### config.mk
export PLATFORM = sky130hd
export DESIGN_NAME = uart_tx_flat
export DESIGN_NICKNAME = d
export VERILOG_FILES = /design/src/rtl/uart_tx_pkg.sv /design/src/rtl/uart_tx_if.sv /design/src/rtl/uart_baud_tick.sv /design/src/rtl/uart_tx.sv /design/src/flat_wrapper.sv
export SDC_FILE = /design/constraint.sdc
export NUM_CORES = 1
export LEC_CHECK = 0
export ABC_AREA = 1
export CORE_ASPECT_RATIO = 0.9
export CORE_MARGIN = 2
export CORE_UTILIZATION = 61
export DETAILED_ROUTE_END_ITERATION = 12
export PLACE_DENSITY_LB_ADDON = 0.3
export SLEW_MARGIN = 20
export SYNTH_ARGS = -nofsm -noshare
export SYNTH_HDL_FRONTEND = slang
export SYNTH_HIERARCHICAL = 1
export SYNTH_SLANG_ARGS = --single-unit
export TNS_END_PERCENT = 10
### constraint.sdc
create_clock -name clk -period 3.6 [get_ports clk]
set_input_delay 0.54 -clock clk [delete_from_list [all_inputs] [get_ports clk]]
set_output_delay 0.54 -clock clk [all_outputs]
set_load 0.005 [all_outputs]
### src/rtl/uart_tx_pkg.sv
// rtl/uart_tx_pkg.sv - shared FSM encoding, parity and frame constants for uart_tx
package uart_tx_pkg;

    localparam logic [2:0] S_IDLE   = 3'd0;
    localparam logic [2:0] S_START  = 3'd1;
    localparam logic [2:0] S_DATA   = 3'd2;
    localparam logic [2:0] S_PARITY = 3'd3;
    localparam logic [2:0] S_STOP   = 3'd4;

    localparam logic PAR_EVEN = 1'b0;
    localparam logic PAR_ODD  = 1'b1;

    localparam int DATA_BITS = 8;

endpackage

### src/rtl/uart_tx_if.sv
// rtl/uart_tx_if.sv - byte handshake and serial line bundle between a producer and uart_tx
interface uart_tx_if;

    logic [7:0] p_data;
    logic       par_en;
    logic       par_typ;
    logic       data_valid;
    logic       tx_ready;
    logic       tx_out;
    logic       busy;

    modport master (
        output p_data, par_en, par_typ, data_valid,
        input  tx_ready, tx_out, busy
    );

    modport slave (
        input  p_data, par_en, par_typ, data_valid,
        output tx_ready, tx_out, busy
    );

endinterface

### src/rtl/uart_baud_tick.sv
// rtl/uart_baud_tick.sv - bit-time counter producing a tick on the last cycle of each bit
module uart_baud_tick #(
    parameter int CLKS_PER_BIT = 1
) (
    input  logic clk,
    input  logic rst,
    input  logic clear,
    output logic bit_done,
    output logic next_done
);

    localparam logic [15:0] LAST = 16'(CLKS_PER_BIT - 1);

    logic [15:0] cnt;

    always_ff @(posedge clk) begin
        if (!rst || clear) begin
            cnt <= 16'd0;
        end else if (bit_done) begin
            cnt <= 16'd0;
        end else begin
            cnt <= cnt + 16'd1;
        end
    end

    assign bit_done = (cnt == LAST);

    // Lets the owner register a signal that is high exactly in the final cycle of a bit.
    assign next_done = (LAST == 16'd0) ||
                       (!clear && !bit_done && (cnt == LAST - 16'd1));

endmodule

### src/rtl/uart_tx.sv
// rtl/uart_tx.sv - 8N1/8E1/8O1 UART transmitter with back-to-back frame support
module uart_tx
    import uart_tx_pkg::*;
#(
    parameter int CLKS_PER_BIT = 1
) (
    input  logic     clk,
    input  logic     rst,
    uart_tx_if.slave bus
);

    logic [2:0]           state, state_n;
    logic [2:0]           bit_idx, bit_idx_n;
    logic [DATA_BITS-1:0] data_r;
    logic                 par_en_r, par_typ_r;
    logic                 tx_r, tx_n;
    logic                 busy_r;
    logic                 ready_r, ready_n;
    logic                 bit_done, next_done;
    logic                 accept;
    logic                 parity_bit;

    assign accept     = bus.data_valid && ready_r;
    assign parity_bit = (^data_r) ^ (par_typ_r != PAR_EVEN);

    uart_baud_tick #(.CLKS_PER_BIT(CLKS_PER_BIT)) u_baud (
        .clk       (clk),
        .rst       (rst),
        .clear     (state == S_IDLE),
        .bit_done  (bit_done),
        .next_done (next_done)
    );

    always_comb begin
        state_n   = state;
        bit_idx_n = bit_idx;
        tx_n      = tx_r;
        case (state)
            S_IDLE: begin
                if (accept) begin
                    state_n = S_START;
                    tx_n    = 1'b0;
                end
            end
            S_START: begin
                if (bit_done) begin
                    state_n   = S_DATA;
                    bit_idx_n = 3'd0;
                    tx_n      = data_r[0];
                end
            end
            S_DATA: begin
                if (bit_done) begin
                    if (bit_idx == 3'(DATA_BITS - 1)) begin
                        state_n = par_en_r ? S_PARITY : S_STOP;
                        tx_n    = par_en_r ? parity_bit : 1'b1;
                    end else begin
                        bit_idx_n = bit_idx + 3'd1;
                        tx_n      = data_r[bit_idx + 3'd1];
                    end
                end
            end
            S_PARITY: begin
                if (bit_done) begin
                    state_n = S_STOP;
                    tx_n    = 1'b1;
                end
            end
            S_STOP: begin
                // tx_ready is only high on the last stop cycle, so accept implies bit_done here.
                if (bit_done) begin
                    state_n = accept ? S_START : S_IDLE;
                    tx_n    = !accept;
                end
            end
            default: begin
                state_n = S_IDLE;
                tx_n    = 1'b1;
            end
        endcase
        ready_n = (state_n == S_IDLE) || ((state_n == S_STOP) && next_done);
    end

    always_ff @(posedge clk) begin
        if (!rst) begin
            state     <= S_IDLE;
            bit_idx   <= 3'd0;
            data_r    <= '0;
            par_en_r  <= 1'b0;
            par_typ_r <= 1'b0;
            tx_r      <= 1'b1;
            busy_r    <= 1'b0;
            ready_r   <= 1'b1;
        end else begin
            state   <= state_n;
            bit_idx <= bit_idx_n;
            tx_r    <= tx_n;
            busy_r  <= (state_n != S_IDLE);
            ready_r <= ready_n;
            if (accept) begin
                data_r    <= bus.p_data;
                par_en_r  <= bus.par_en;
                par_typ_r <= bus.par_typ;
            end
        end
    end

    assign bus.tx_out   = tx_r;
    assign bus.busy     = busy_r;
    assign bus.tx_ready = ready_r;

endmodule

### src/flat_wrapper.sv
// flat-port wrapper written by rule: the top's interface ports become plain ports
module uart_tx_flat import uart_tx_pkg::*;
#(
    parameter int CLKS_PER_BIT = 1
)
  (clk, rst, bus_p_data, bus_par_en, bus_par_typ, bus_data_valid, bus_tx_ready, bus_tx_out, bus_busy);
  uart_tx_if bus_i ();
  input  logic clk;
  input  logic rst;
  input wire logic [$bits(bus_i.p_data)-1:0] bus_p_data;
  input wire logic [$bits(bus_i.par_en)-1:0] bus_par_en;
  input wire logic [$bits(bus_i.par_typ)-1:0] bus_par_typ;
  input wire logic [$bits(bus_i.data_valid)-1:0] bus_data_valid;
  output wire logic [$bits(bus_i.tx_ready)-1:0] bus_tx_ready;
  output wire logic [$bits(bus_i.tx_out)-1:0] bus_tx_out;
  output wire logic [$bits(bus_i.busy)-1:0] bus_busy;
  assign bus_i.p_data = bus_p_data;
  assign bus_i.par_en = bus_par_en;
  assign bus_i.par_typ = bus_par_typ;
  assign bus_i.data_valid = bus_data_valid;
  assign bus_tx_ready = bus_i.tx_ready;
  assign bus_tx_out = bus_i.tx_out;
  assign bus_busy = bus_i.busy;
  uart_tx #(.CLKS_PER_BIT(CLKS_PER_BIT)) u_core (.clk(clk), .rst(rst), .bus(bus_i));
endmodule
Word-level counts from Yosys, hierarchy flattened

Index checks and enable logic that the tools add are counted.

Register bits after elaboration: 35
Bits in latches: 0
Bits in writable memories: 0
Bits in read-only memories: 0
Bits of input ports: 13
Output and inout port bits: 3
Word-level logic and storage cells: 62
Memories kept: 0

Add/subtract/negate cells: 2
$mul: 0
Divide/modulo/power cells: 0
$lt $le $gt $ge: 1
Equal/unequal tests: 12
Shift operators: 0
Multiplexer cells: 23
Bitwise logic cells: 1
Reductions and logical operators: 14

Operators by type and width:

| operator                                              | count |
|---|---|
| two-way mux 3 bit                                     | 10 |
| adder 16 x 1 -> 16 bit, second input constant         | 1 |
| logical NOT 16 bit                                    | 1 |
| one-hot mux 3 bit (5 select lines)                    | 1 |
| inequality test 2 x 1 -> 1 bit, second input constant | 5 |
| equality test 3 bit, second input constant            | 3 |
| two-way mux 1 bit                                     | 9 |
| XOR reduction 8 bit                                   | 1 |
| equality test 3 x 2 -> 1 bit, second input constant   | 2 |
| logical NOT 3 bit                                     | 2 |
| one-hot mux 3 bit (2 select lines)                    | 1 |
| one-hot mux 1 bit (5 select lines)                    | 1 |
| AND reduction 5 bit                                   | 1 |
| < comparator 3 x 4 -> 1 bit, second input constant    | 1 |
| AND reduction 4 bit                                   | 1 |
| adder 3 x 1 -> 3 bit, second input constant           | 1 |
| binary-select mux 1 bit (select 3 bit)                | 1 |
| equality test 3 x 1 -> 1 bit, second input constant   | 1 |
| nonzero test 3 bit                                    | 1 |
| logical NOT 1 bit                                     | 2 |
| logical OR 1 bit                                      | 2 |
| inequality test 2 bit, second input constant          | 1 |
| nonzero test 2 bit                                    | 1 |
| OR reduction 2 bit                                    | 1 |
| other kinds (2)                                       | 2 |

Depth between registers and ports, before layout

Depth in word-level cells: 6
Mapped depth: 14
Mapped depth without buffers: 13

Cells and area by module

Netlist, hierarchy kept.

By module, submodules not included:

| module         | instances | cells each | area each (um^2) | seq. area each (um^2) |
|---|---|---|---|---|
| uart_tx        | 1         | 183        | 1146.1           | 380.4 |
| uart_baud_tick | 1         | 129        | 884.6            | 320.3 |

Worst setup path after synthesis

OpenSTA, ideal clock, no wires.

Kind: reg2reg
Start: reg u_core.u_baud.cnt[0]
End: reg u_core.tx_r, in the netlist u_core/bus.tx_out
Setup time: 113 ps
Data arrival time: 1525 ps
Required time: 3487 ps
Slack: 1962 ps
Stages on the path, launching flop included: 15
Path buffers: 1
Clock period less this slack: 1638 ps
Path through: dfxtp_1 > inv_1 > ha_1 > nand3_1 > nor2_1 > nand2_2 > inv_1 > buf_4 > nor2_1 > nand2_1 > o21ai_0 > nor3_1 > nor2_1 > nor2_1 > nand2_1

Longest elaborated chain between the ends: 3
Elaborated cells between the ends (all ways): 6
Those cells by class: eq/ne: 4; reduce/logical: 2

RTL lines:

| item                                            | RTL line             | RTL |
|---|---|---|
| from (decl)                                     | uart_baud_tick.sv:14 | `logic [15:0] cnt;` |
| from (signal assigned)                          | uart_baud_tick.sv:22 | `cnt <= cnt + 16'd1;` |
| logical NOT 16 bit *                            | uart_baud_tick.sv:26 | `assign bit_done = (cnt == LAST);` |
| net u_core.bit_done                             | uart_tx.sv:19        | `logic bit_done, next_done;` |
| inequality test 2 x 1 -> 1 bit (no source line) | --                   |  |
| AND reduction 5 bit (no source line) *          | --                   |  |
| to (signal assigned)                            | uart_tx.sv:97        | `tx_r <= tx_n;` |
| to (decl)                                       | uart_tx.sv:16        | `logic tx_r, tx_n;` |

The timed path passes the listed nets; every way through them passes the cells marked *.
A chain may end at the register's enable or synchronous reset.

Final worst setup path

Start: in bus_data_valid
End: reg u_core.tx_r, in the netlist u_core/bus.tx_out

Longest elaborated chain between the ends: 4
Elaborated cells between the ends (all ways): 6
Those cells by class: eq/ne: 1; mux: 2; reduce/logical: 3

RTL lines:

| item                               | RTL line           | RTL |
|---|---|---|
| from (decl)                        | flat_wrapper.sv:13 | `input wire logic [$bits(bus_i.data_valid)-1:0] bus_data_valid;` |
| logical AND 1 bit *                | uart_tx.sv:23      | `assign accept = bus.data_valid && ready_r;` |
| logical NOT 1 bit                  | uart_tx.sv:73      | `tx_n = !accept;` |
| two-way mux 1 bit                  | uart_tx.sv:71      | `if (bit_done) begin` |
| one-hot mux 1 bit (5 select lines) | uart_tx.sv:38      | `case (state)` |

Mark *: on every way between the ends. The rest lies on a longest branch, timed or not. The select of a mux whose other input is x is not followed.

==> results.toml <==
[timing]
finalClockSkew_ps = 5.72
worstMarginPinSlew_ps = 592
post-route-period-util = 0.547
fin_crit_ps = 1970
setup_viol = 0
finalSetupTns_ps = 0
hold_viol = 0
relSlewSlack = 0.604
rsz0062_at_grt = "no"
fmax_ghz = 0.508
finalMaxSlewViolations = 0

[logic_synthesis]
synth_cell_types = 36
synth_area_um2 = 2030
synth_nets = 329
ys_warn_count = 6
ys_ff_latch = 35
synth-seq-area-share = 0.345
synth.avg_cell_area_um2 = 6.51
syn_inst = 312
async_flop_share = 0
synth_edf_count = 0
synth_ff_type = "dfxtp_1"

[pwr]
combPwrFrac = 0.180
p_leak_nw = 1.02
p_sw_frac = 0.271
vdd.ir_drop.worst_v = 0.000370
p_total_mw = 0.976
switchingPower_mw = 0.264
sequentialPowerShare = 0.448
p_int_mw = 0.711
clockPowerShare = 0.373
p_per_area_nw_per_um2 = 423

[critical_path]
critical_path_required_ps = 3780
crit_arrival_ps = 2150
cp_cell_sequence = "clkdlybuf4s50_1 > nand2_1 > inv_1 > o21ai_0 > nor3_1 > nor2_1 > nor2_1 > nand2_1"
r2r-end = "u_core/bus.tx_out$_SDFFE_PN1P_"
cp-end-kind = "flop"
cp_slowest_cell = "clkdlybuf4s50_1"
r2r-start = "u_core/u_baud/cnt[0]$_SDFF_PP0_"
path_max_fanout = 21
critPathLaunchType = "primary input"
max_stage_delay_ps = 460
r2r_setup_slack_ps = 1650
path_class = "primary input to flop"
reg2reg_depth = 13

[cts]
post-cts-setup-buffers = 0
cts_resized = 0
clock_sinks = 35
cts_max_level = 2
cts_tree = "yes"
cts.root.buffer_cell = "clkbuf_8"
insertion_delay_ps = 280
cts_buffer_depth = 2
cts_inserted_buffers = 5
cts_hold_buffers = 0
clk_pin_slew_ps = 70

[drt]
first_iter_violations = 125
vias = 1923
viasPerCell = 5.20
wirelength_um = 4140
firstDrtPassIters = 4
postRouteAntennaNets = 0
routedWlPerCell_um = 11.2
remaining_drc_errors = 0

[worst_hold_path]
hp-class = "flop to flop"
hold_end = "u_core/u_baud/cnt[0]$_SDFF_PP0_"
min_path_cells = 1
hold_start = "u_core/u_baud/cnt[0]$_SDFF_PP0_"

[die]
start_util = 0.652
die_area_um2 = 3810
coreArea_um2 = 3110
dieWidth_um = 64.8
fp.dieH_um = 58.7
num_rows = 19
ios = 16

[layout]
nFillCells = 257
syn_to_final_growth_pct = 13.7
nets = 344
antenna_cells = 0
layout-drive-gt1-share = 0.0915

[global_route]
grt_overflow = 0
track_usage = 0.247
antenna_found_initial = 0
grt_max_degree = 22
grt_pass1_wl_um = 7390
grt_pass1_vias = 1752

[placed_design]
hpwl_um = 2980
routabilityCongestion = 0.889
port_buffers = 15

[job]
maxCapViolations = 0

[outcome]
status = "completed"
registers in the layout, summed over array words and instances (netlist names):
register	cells
u_core/bit_idx	3
u_core/bus.busy	1
u_core/bus.tx_out	1
u_core/bus.tx_ready	1
u_core/data_r	8
u_core/par_en_r	1
u_core/par_typ_r	1
u_core/state	3
u_core/u_baud/cnt	16
routing by layer:
metal | share of wire | vias up | global-route usage
li1 | - | 1008 | -
met1 | 0.51 | 864 | 0.343
met2 | 0.44 | 49 | 0.386
met3 | 0.049 | 2 | 0.0478
met4 | 0.0044 | 0 | 0.0881
met5 | 0 | - | 0
kinds of logic (layout without fill, tap and decap cells):
| logic type | count (synthesis) | count (layout) | share of synthesized area |
|---|---|---|---|
| simple gates | 154 | 154 | 0.338 |
| buf+inv | 58 | 74 | 0.115 |
| compound gates | 54 | 54 | 0.149 |
| flops | 35 | 35 | 0.345 |
| xor+xnor | 6 | 6 | 0.0259 |
| fa+ha+maj | 4 | 4 | 0.0246 |
| other cells | 1 | 1 | 0.00185 |
worst max-delay path by stage:
stage / cells past startpoint / endpoint / startpoint / slack (ps)
2_1_floorplan: 14 / u_core/bus.tx_out$_SDFFE_PN1P_ / u_core/u_baud/cnt[0]$_SDFF_PP0_ / 1960
6_report: 8 / u_core/bus.tx_out$_SDFFE_PN1P_ / bus_data_valid / 1630
5_1_grt: 13 / u_core/bus.tx_out$_SDFFE_PN1P_ / u_core/u_baud/cnt[0]$_SDFF_PP0_ / 1440
3_5_place_dp: 8 / u_core/bus.tx_out$_SDFFE_PN1P_ / bus_data_valid / 1390
4_1_cts: 13 / u_core/bus.tx_out$_SDFFE_PN1P_ / u_core/u_baud/cnt[0]$_SDFF_PP0_ / 1620
3_3_place_gp: 8 / u_core/bus.tx_ready$_SDFF_PN1_ / bus_data_valid / 1490
cell usage after synthesis, types with 2 or more instances:
master    count  share of area
a31oi_1       2         0.0062
clkbuf_1      2         0.0037
nand4_1       3         0.0092
inv_1        46          0.085
nand3_2       3          0.015
buf_4         2         0.0074
o21ai_0      21          0.052
ha_1          4          0.025
xor2_1        4          0.017
nor2_1       45          0.083
nand2_2       4          0.012
inv_2         5         0.0092
a21oi_2       3          0.013
xnor2_1       2         0.0086
nor3_1        3         0.0074
nand3_1      14          0.035
a21oi_1      23          0.057
dfxtp_1      35           0.35
nand2_1      74           0.14
stage by stage:
step / hold slack, ps / setup slack, ps / util / std cells / area [um^2]
final: 478 / 1630 / 0.741 / 370 / 2310
after floorplan: 440 / 1960 / - / 312 / 2030
after CTS: 476 / 1620 / 0.741 / 370 / 2310
after global routing: 487 / 1440 / 0.741 / 370 / 2310
after global placement: 454 / 1490 / 0.703 / 362 / 2190
after detailed placement: 465 / 1390 / 0.703 / 362 / 2190
power by group through the flow:
stage	clock network [mW]	registers (mW)	logic, mW
after floorplan	0	0.438	0.128
after global placement	0	0.445	0.166
after detailed placement	0	0.445	0.171
after CTS	0.375	0.436	0.174
after global routing	0.385	0.440	0.202
final	0.364	0.437	0.175
cells in the final DEF, fill, tap and decap left out, drive strengths merged, types with 3 or more instances in the layout:
master | Yosys | final
nand2 | 79 | 79
inv | 51 | 51
nor2 | 47 | 47
dfxtp | 35 | 35
a21oi | 26 | 26
o21ai | 22 | 22
nand3 | 17 | 17
clkdlybuf4s50 | 0 | 15
clkbuf | 2 | 6
nor3 | 5 | 5
ha | 4 | 4
xor2 | 4 | 4
nand4 | 3 | 3
a31oi | 3 | 3
layout make-up:
class                      instances  area [um^2]  share of cell area
inverter                          51          191              0.0829
multi-input combinational        219         1100               0.475
tap                               42         52.6              0.0228
sequential                        35          701               0.304
clock inverter                     2         35.0              0.0152
clock buffer                       6         82.6              0.0358
timing repair buffer              15          150              0.0650
worst max-delay path, delay by kind of cell:
family	cells	cell delay, ps
AOI/OAI and AO/OA	1	110
buffers and inverters	2	650
and+or+nand+nor	5	850
Power figures use the tool's default switching activity.
